<file path="src/rtl/gps_scenario_sequencer.sv">
// gps_scenario_sequencer
// Run control, sample timebase and atomic shadow->active parameter commit for
// the per-satellite GPS emulator datapath.
// Optional feature macro: GPS_SEQ_DOP_RATE_EN adds a per-satellite signed
// Doppler-rate shadow and steps dop_freq by it every RATE_DIV samples.
module gps_scenario_sequencer #(
  parameter int          Nsat          = 4,
  parameter int          RATE_DIV      = 16368,
  parameter logic [31:0] CODE_FREQ_DEF = 32'h0
) (
  input  logic                  clk,
  input  logic                  reset,
  input  logic                  dv_in,
  input  logic                  start,
  input  logic                  stop,
  input  logic                  cfg_we,
  input  logic [5:0]            cfg_sat,
  input  logic [2:0]            cfg_field,
  input  logic [31:0]           cfg_data,
  input  logic                  commit_req,
  input  logic [31:0]           commit_time,
  output logic                  emu_reset,
  output logic [31:0]           sample_count,
  output logic                  commit_busy,
  output logic                  commit_ack,
  output logic                  late_err,
  output logic                  busy_err,
  output logic [Nsat-1:0][31:0] code_freq,
  output logic [Nsat-1:0][31:0] dop_freq,
  output logic [Nsat-1:0][15:0] gain,
  output logic [Nsat-1:0][5:0]  ca_sel
);

  localparam logic [1:0] ST_IDLE  = 2'd0;
  localparam logic [1:0] ST_RUN   = 2'd1;
  localparam logic [1:0] ST_ARMED = 2'd2;

  logic [1:0]  state_q, state_d;
  logic        emu_reset_q, emu_reset_d;
  logic [31:0] count_q, count_d;
  logic [31:0] commit_time_q, commit_time_d;
  logic        late_pend_q, late_pend_d;
  logic        busy_q, busy_d;
  logic        ack_q, ack_d;
  logic        late_q, late_d;
  logic        berr_q, berr_d;
  logic        apply_s;

  logic [Nsat-1:0][31:0] code_q, code_d, code_sh_q, code_sh_d;
  logic [Nsat-1:0][31:0] dop_q, dop_d, dop_sh_q, dop_sh_d;
  logic [Nsat-1:0][15:0] gain_q, gain_d, gain_sh_q, gain_sh_d;
  logic [Nsat-1:0][5:0]  ca_q, ca_d, ca_sh_q, ca_sh_d;

`ifdef GPS_SEQ_DOP_RATE_EN
  localparam logic [31:0] RATE_LAST = 32'(RATE_DIV - 1);
  logic [Nsat-1:0][31:0] rate_q, rate_d, rate_sh_q, rate_sh_d;
  logic [31:0]           rate_cnt_q, rate_cnt_d;
  logic                  rate_step_s;
`endif

  // Run-control FSM, sample timebase and commit scheduling.
  always_comb begin
    state_d       = state_q;
    emu_reset_d   = emu_reset_q;
    count_d       = count_q;
    commit_time_d = commit_time_q;
    late_pend_d   = late_pend_q;
    late_d        = 1'b0;
    berr_d        = 1'b0;
    apply_s       = 1'b0;
    case (state_q)
      ST_IDLE: begin
        count_d = 32'd0;
        // Commits while idle need no timing: transfer straight away.
        apply_s = commit_req;
        if (start && !stop) begin
          state_d     = ST_RUN;
          emu_reset_d = 1'b0;
        end else begin
          emu_reset_d = 1'b1;
        end
      end
      ST_RUN: begin
        if (dv_in) count_d = count_q + 32'd1;
        else       count_d = count_q;
        if (stop) begin
          state_d     = ST_IDLE;
          emu_reset_d = 1'b1;
          count_d     = 32'd0;
        end else if (commit_req) begin
          state_d       = ST_ARMED;
          commit_time_d = commit_time;
          // A target more than half the counter range ahead is really behind us.
          if ((commit_time - count_q) >= 32'h8000_0000) begin
            late_d      = 1'b1;
            late_pend_d = 1'b1;
          end else begin
            late_pend_d = 1'b0;
          end
        end else begin
          state_d = ST_RUN;
        end
      end
      ST_ARMED: begin
        if (dv_in) count_d = count_q + 32'd1;
        else       count_d = count_q;
        // Any request while armed (including the apply cycle) is dropped.
        berr_d = commit_req;
        if (stop) begin
          state_d     = ST_IDLE;
          emu_reset_d = 1'b1;
          count_d     = 32'd0;
          late_pend_d = 1'b0;
        end else if (late_pend_q || (dv_in && (count_q == commit_time_q))) begin
          state_d     = ST_RUN;
          apply_s     = 1'b1;
          late_pend_d = 1'b0;
        end else begin
          state_d = ST_ARMED;
        end
      end
      default: begin
        state_d     = ST_IDLE;
        emu_reset_d = 1'b1;
        count_d     = 32'd0;
        late_pend_d = 1'b0;
      end
    endcase
    ack_d  = apply_s;
    busy_d = (state_d == ST_ARMED);
  end

`ifdef GPS_SEQ_DOP_RATE_EN
  // Doppler-rate sample divider; restarts on every start.
  always_comb begin
    rate_cnt_d  = rate_cnt_q;
    rate_step_s = 1'b0;
    if (state_q == ST_IDLE) begin
      if (start && !stop) rate_cnt_d = 32'd0;
      else                rate_cnt_d = rate_cnt_q;
    end else if (dv_in) begin
      if (rate_cnt_q == RATE_LAST) begin
        rate_cnt_d  = 32'd0;
        rate_step_s = 1'b1;
      end else begin
        rate_cnt_d = rate_cnt_q + 32'd1;
      end
    end else begin
      rate_cnt_d = rate_cnt_q;
    end
  end
`endif

  // Shadow writes and the all-at-once shadow->active transfer.
  always_comb begin
    code_sh_d = code_sh_q;
    dop_sh_d  = dop_sh_q;
    gain_sh_d = gain_sh_q;
    ca_sh_d   = ca_sh_q;
    code_d    = code_q;
    dop_d     = dop_q;
    gain_d    = gain_q;
    ca_d      = ca_q;
`ifdef GPS_SEQ_DOP_RATE_EN
    rate_sh_d = rate_sh_q;
    rate_d    = rate_q;
`endif
    // Actives take the pre-write shadow; an apply overrides a rate step.
    if (apply_s) begin
      code_d = code_sh_q;
      dop_d  = dop_sh_q;
      gain_d = gain_sh_q;
      ca_d   = ca_sh_q;
`ifdef GPS_SEQ_DOP_RATE_EN
      rate_d = rate_sh_q;
`endif
    end else begin
`ifdef GPS_SEQ_DOP_RATE_EN
      if (rate_step_s) begin
        for (int i = 0; i < Nsat; i++) dop_d[i] = dop_q[i] + rate_q[i];
      end else begin
        dop_d = dop_q;
      end
`else
      dop_d = dop_q;
`endif
    end
    for (int i = 0; i < Nsat; i++) begin
      if (cfg_we && ({26'd0, cfg_sat} == $unsigned(i))) begin
        case (cfg_field)
          3'd0:    code_sh_d[i] = cfg_data;
          3'd1:    dop_sh_d[i]  = cfg_data;
          3'd2:    gain_sh_d[i] = cfg_data[15:0];
          3'd3:    ca_sh_d[i]   = cfg_data[5:0];
`ifdef GPS_SEQ_DOP_RATE_EN
          3'd4:    rate_sh_d[i] = cfg_data;
`endif
          default: code_sh_d[i] = code_sh_q[i];
        endcase
      end else begin
        code_sh_d[i] = code_sh_q[i];
      end
    end
  end

  // State and parameter registers with synchronous reset.
  always_ff @(posedge clk) begin
    if (reset) begin
      state_q       <= ST_IDLE;
      emu_reset_q   <= 1'b1;
      count_q       <= 32'd0;
      commit_time_q <= 32'd0;
      late_pend_q   <= 1'b0;
      busy_q        <= 1'b0;
      ack_q         <= 1'b0;
      late_q        <= 1'b0;
      berr_q        <= 1'b0;
      for (int i = 0; i < Nsat; i++) begin
        code_q[i]    <= CODE_FREQ_DEF;
        code_sh_q[i] <= CODE_FREQ_DEF;
        dop_q[i]     <= 32'd0;
        dop_sh_q[i]  <= 32'd0;
        gain_q[i]    <= 16'd0;
        gain_sh_q[i] <= 16'd0;
        ca_q[i]      <= 6'(i);
        ca_sh_q[i]   <= 6'(i);
`ifdef GPS_SEQ_DOP_RATE_EN
        rate_q[i]    <= 32'd0;
        rate_sh_q[i] <= 32'd0;
`endif
      end
`ifdef GPS_SEQ_DOP_RATE_EN
      rate_cnt_q <= 32'd0;
`endif
    end else begin
      state_q       <= state_d;
      emu_reset_q   <= emu_reset_d;
      count_q       <= count_d;
      commit_time_q <= commit_time_d;
      late_pend_q   <= late_pend_d;
      busy_q        <= busy_d;
      ack_q         <= ack_d;
      late_q        <= late_d;
      berr_q        <= berr_d;
      code_q        <= code_d;
      code_sh_q     <= code_sh_d;
      dop_q         <= dop_d;
      dop_sh_q      <= dop_sh_d;
      gain_q        <= gain_d;
      gain_sh_q     <= gain_sh_d;
      ca_q          <= ca_d;
      ca_sh_q       <= ca_sh_d;
`ifdef GPS_SEQ_DOP_RATE_EN
      rate_q        <= rate_d;
      rate_sh_q     <= rate_sh_d;
      rate_cnt_q    <= rate_cnt_d;
`endif
    end
  end

  assign emu_reset    = emu_reset_q;
  assign sample_count = count_q;
  assign commit_busy  = busy_q;
  assign commit_ack   = ack_q;
  assign late_err     = late_q;
  assign busy_err     = berr_q;
  assign code_freq    = code_q;
  assign dop_freq     = dop_q;
  assign gain         = gain_q;
  assign ca_sel       = ca_q;

endmodule

</file>
<file path="config.mk">
export PLATFORM = sky130hd
export DESIGN_NAME = gps_scenario_sequencer
export DESIGN_NICKNAME = d
export VERILOG_FILES = /design/src/rtl/gps_scenario_sequencer.sv
export SDC_FILE = /design/constraint.sdc
export NUM_CORES = 2
export LEC_CHECK = 0
export BUFFER_PORTS_ARGS = -buffer_cell sky130_fd_sc_hd__buf_2
export CORE_MARGIN = 4
export CORE_UTILIZATION = 57
export DETAILED_ROUTE_END_ITERATION = 8
export PLACE_DENSITY = 0.92
export SLEW_MARGIN = 20
export SYNTH_ARGS = -nofsm -noshare
export SYNTH_HDL_FRONTEND = slang
export SYNTH_SLANG_ARGS = --single-unit
</file>
<file path="constraint.sdc">
create_clock -name clk -period 2.8 [get_ports clk]
set_input_delay 0.56 -clock clk [delete_from_list [all_inputs] [get_ports clk]]
set_output_delay 0.56 -clock clk [all_outputs]
set_load 0.005 [all_outputs]
</file>
==> flow_metrics.env <==
export IMPL_cts_buffer_depth=3
export IMPL_rsz0062_at_grt="false"
export IMPL_r2r_end="gain[31]$_SDFFE_PP0P_"
export IMPL_cts_hold_buf=0
export IMPL_num_io_pins=461
export IMPL_crit_chain="xor2_1 -> nor4_1 -> and4_1 -> nand4_1 -> buf_12 -> buf_4 -> nand3_1 -> a21oi_2"
export IMPL_routed_via_density=6.18
export IMPL_grt_total_usage_pct=34.1
export IMPL_powerDensity_nw_per_um2=649
export IMPL_ff2ff_setup_slack_ns=0.31
export IMPL_pwr_share_comb_pct=5.4
export IMPL_die_h_um=236
export IMPL_worstMarginPinSlew_ns=0.749
export IMPL_critPathLaunch="sample_count[1]$_SDFFE_PP0P_"
export IMPL_ys_ff_latch=760
export IMPL_routed_wl_um=100000
export IMPL_synthArstFlopShare_pct=0
export IMPL_dpl_cell_area_um2=32400
export IMPL_dieArea_um2=55600
export IMPL_synth_common_cells="760 x dfxtp_1, 740 x nand2_1, 683 x a21oi_1"
export IMPL_clk_pin_slew_ns=0.06
export IMPL_postCtsSetupBuffers=0
export IMPL_ys_seq_area_share_pct=51.4
export IMPL_cp_arrival_ns=3.03
export IMPL_power_mw=22.8
export IMPL_ctsResizeCount=0
export IMPL_hold_path_depth=3
export IMPL_yosysTopAreaCell="dfxtp_1"
export IMPL_layout_min_cycle_time_ns=2.49
export IMPL_ys_warn_count=0
export IMPL_wire_per_inst_um=21.5
export IMPL_drive_gt1_share_pct=19.5
export IMPL_grt_first_pass_wirelength_um=152000
export IMPL_start_util_pct=57.6
export IMPL_drtPass1Iterations=7
export IMPL_syn2layout_area_growth_pct=18.4
export IMPL_grt_overflow_total=0
export IMPL_slowest_delay_ns=0.49
export IMPL_avgSynthCellArea_um2=8.21
export IMPL_final_area_um2=35100
export IMPL_final_cells=4653
export IMPL_cp_start_kind="flop"
export IMPL_synthCells=3606
export IMPL_critPathMaxFanout=49
export IMPL_final_setup_skew_ns=0.0250
export IMPL_crit_buf_inv=2
export IMPL_synth_edf_count=0
export IMPL_fp_row_count=83
export IMPL_grt_pass1_vias=27100
export IMPL_dieWidth_um=236
export IMPL_core_um2=51400
export IMPL_tns_ns=0
export IMPL_antenna_found_initial=7
export IMPL_synth_top_area_share_pct=51.4
export IMPL_place_inst=4509
export IMPL_critPathKind="reg2reg"
export IMPL_r2r_start="sample_count[1]$_SDFFE_PP0P_"
export IMPL_swShare_pct=23.4
export IMPL_numCtsBuffers=76
export IMPL_min_path_type="in2reg"
export IMPL_p_leak_nw=12.9
export IMPL_whs_endpoint="commit_time_q[16]$_SDFFE_PP0P_"
export IMPL_setup_violations=0
export IMPL_maxCapViolCount=0
export IMPL_post_dp_hpwl_um=61700
export IMPL_preCtsSetupSlack_ns=0.348
export IMPL_synth_cell_types=52
export IMPL_crit_required_ns=3.34
export IMPL_fin_crit_sh_pct=88.9
export IMPL_tritoncts="yes"
export IMPL_insertion_delay_ns=0.62
export IMPL_clock_root_buffer="clkbuf_16"
export IMPL_hold_viol=0
export IMPL_reg2reg_depth=8
export IMPL_setup_worst_path_end_class="flop"
export IMPL_grt_max_degree=141
export IMPL_port_buffer_count=460
export IMPL_yosysMostFrequentCell="dfxtp_1"
export IMPL_clock_sinks=760
export IMPL_outcome="finished clean"
export IMPL_slew_headroom_pct=50.0
export IMPL_finalMaxSlewViolations=0
export IMPL_p_switching_mw=5.33
export IMPL_remaining_drc_errors=0
export IMPL_p_seq_share_pct=47.7
export IMPL_gp_congestion=0.922
export IMPL_netlist_area_um2=29600
export IMPL_cp_top_family="simple AND/OR/NAND/NOR gates"
export IMPL_ant_nets=0
export IMPL_worst_slack_ns=0.312
export IMPL_max_vdd_ir_drop_uv=409
export IMPL_clock_power_share_pct=46.9
export IMPL_drt_initial_drc_count=4091
export IMPL_synth_main_ff_cell="dfxtp_1"
export IMPL_num_vias=28800
export IMPL_hp_start="commit_time[16]"
export IMPL_cp_slowest_cell="dfxtp_1"
export IMPL_clock_fmax_ghz=0.402
export IMPL_syn_nets=3722
export IMPL_internal_power_mw=17.4
export IMPL_synth_area_top_cells="dfxtp_1 51%, a21oi_1 12%, nand2_1 9.4%"
export IMPL_htreeDepth=3
export IMPL_fin_nets=4023
-- worst max path at each step --
| stage | slack (ns) | to | depth (start not counted) |
|---|---|---|---|
| 2_1_floorplan | 0.66 | ca_sh_q[18]$_SDFFE_PP1P_ | 7 |
| 3_3_place_gp | 0.40 | late_pend_q$_SDFFE_PP0P_ | 8 |
| 3_5_place_dp | 0.35 | gain_sh_q[62]$_SDFFE_PP0P_ | 10 |
| 4_1_cts | 0.34 | gain[31]$_SDFFE_PP0P_ | 8 |
| 5_1_grt | 0.20 | gain[26]$_SDFFE_PP0P_ | 8 |
| 6_report | 0.31 | gain[31]$_SDFFE_PP0P_ | 8 |
-- routing by layer --
layer	vias to the layer above	wire, um	GRT usage, %
li1	12900	-	-
met1	13400	36100	42.9
met2	2017	45000	52.8
met3	460	12100	8.34
met4	6	6900	21.4
met5	-	40	0
-- power groups by stage --
| stage | clock [mW] | combinational [mW] | sequential [mW] |
|---|---|---|---|
| global placement | 0 | 1.18 | 11.1 |
| detailed placement | 0 | 1.18 | 11.1 |
| finish | 10.7 | 1.24 | 10.9 |
| global route | 11.1 | 1.29 | 10.8 |
| floorplan | 0 | 0.683 | 11.1 |
| CTS | 10.7 | 1.19 | 10.9 |
-- cell usage in the layout, fill, tap and decap left out, drive strengths merged, types with 5 or more instances in the layout --
master / n
dfxtp: 760
nand2: 740
a21oi: 713
buf: 567
o21ai: 354
nand3: 348
clkbuf: 100
nor2: 72
inv: 41
ha: 36
xnor2: 30
xor2: 28
nand4: 22
clkinv: 21
nor4: 19
mux2i: 18
nand2b: 10
and4: 9
diode: 8
and3: 8
a211o: 8
bufinv: 8
nor2b: 6
nor3: 5
or3: 5
-- cell type report --
cell class / count / area, um2
timing repair buffer: 567 / 3780
clock buffer: 100 / 2200
tap: 680 / 851
multi-input combinational: 2465 / 12400
antenna: 8 / 20.0
clock inverter: 36 / 433
fill: 3678 / 16300
inverter: 37 / 139
sequential: 760 / 15200
-- tightest hold or removal path: stages --
cell	delay [ns]
buf_2	0.11
nand2_1	0.05
a21oi_1	0.05
-- state kept, by name, indices dropped and copies added, names as in the netlist, 32 cells and up --
| signal | count |
|---|---|
| code_freq | 128 |
| code_sh_q | 128 |
| commit_time_q | 32 |
| dop_freq | 128 |
| dop_sh_q | 128 |
| gain | 64 |
| gain_sh_q | 64 |
| sample_count | 32 |
-- logic make-up (layout without fill, tap and decap cells) --
family / count (synthesis) / in the layout / share of synthesized area [%]
xor+xnor: 58 / 58 / 1.72
compound gates: 1092 / 1092 / 19.5
simple gates: 1261 / 1261 / 18.5
fa+ha+maj: 36 / 36 / 1.52
mux: 18 / 18 / 0.609
other cells: 0 / 8 / 0
buf+inv: 381 / 740 / 6.74
flops: 760 / 760 / 51.4
-- stage by stage --
stage	hold slack, ns	utilization (%)
finish	0.203	68.2
global route	0.190	68.2
CTS	0.172	68.2
detailed placement	0.443	63.0
global placement	0.436	63.0
floorplan	0.427	-
(Power assumes the default switching activity.)
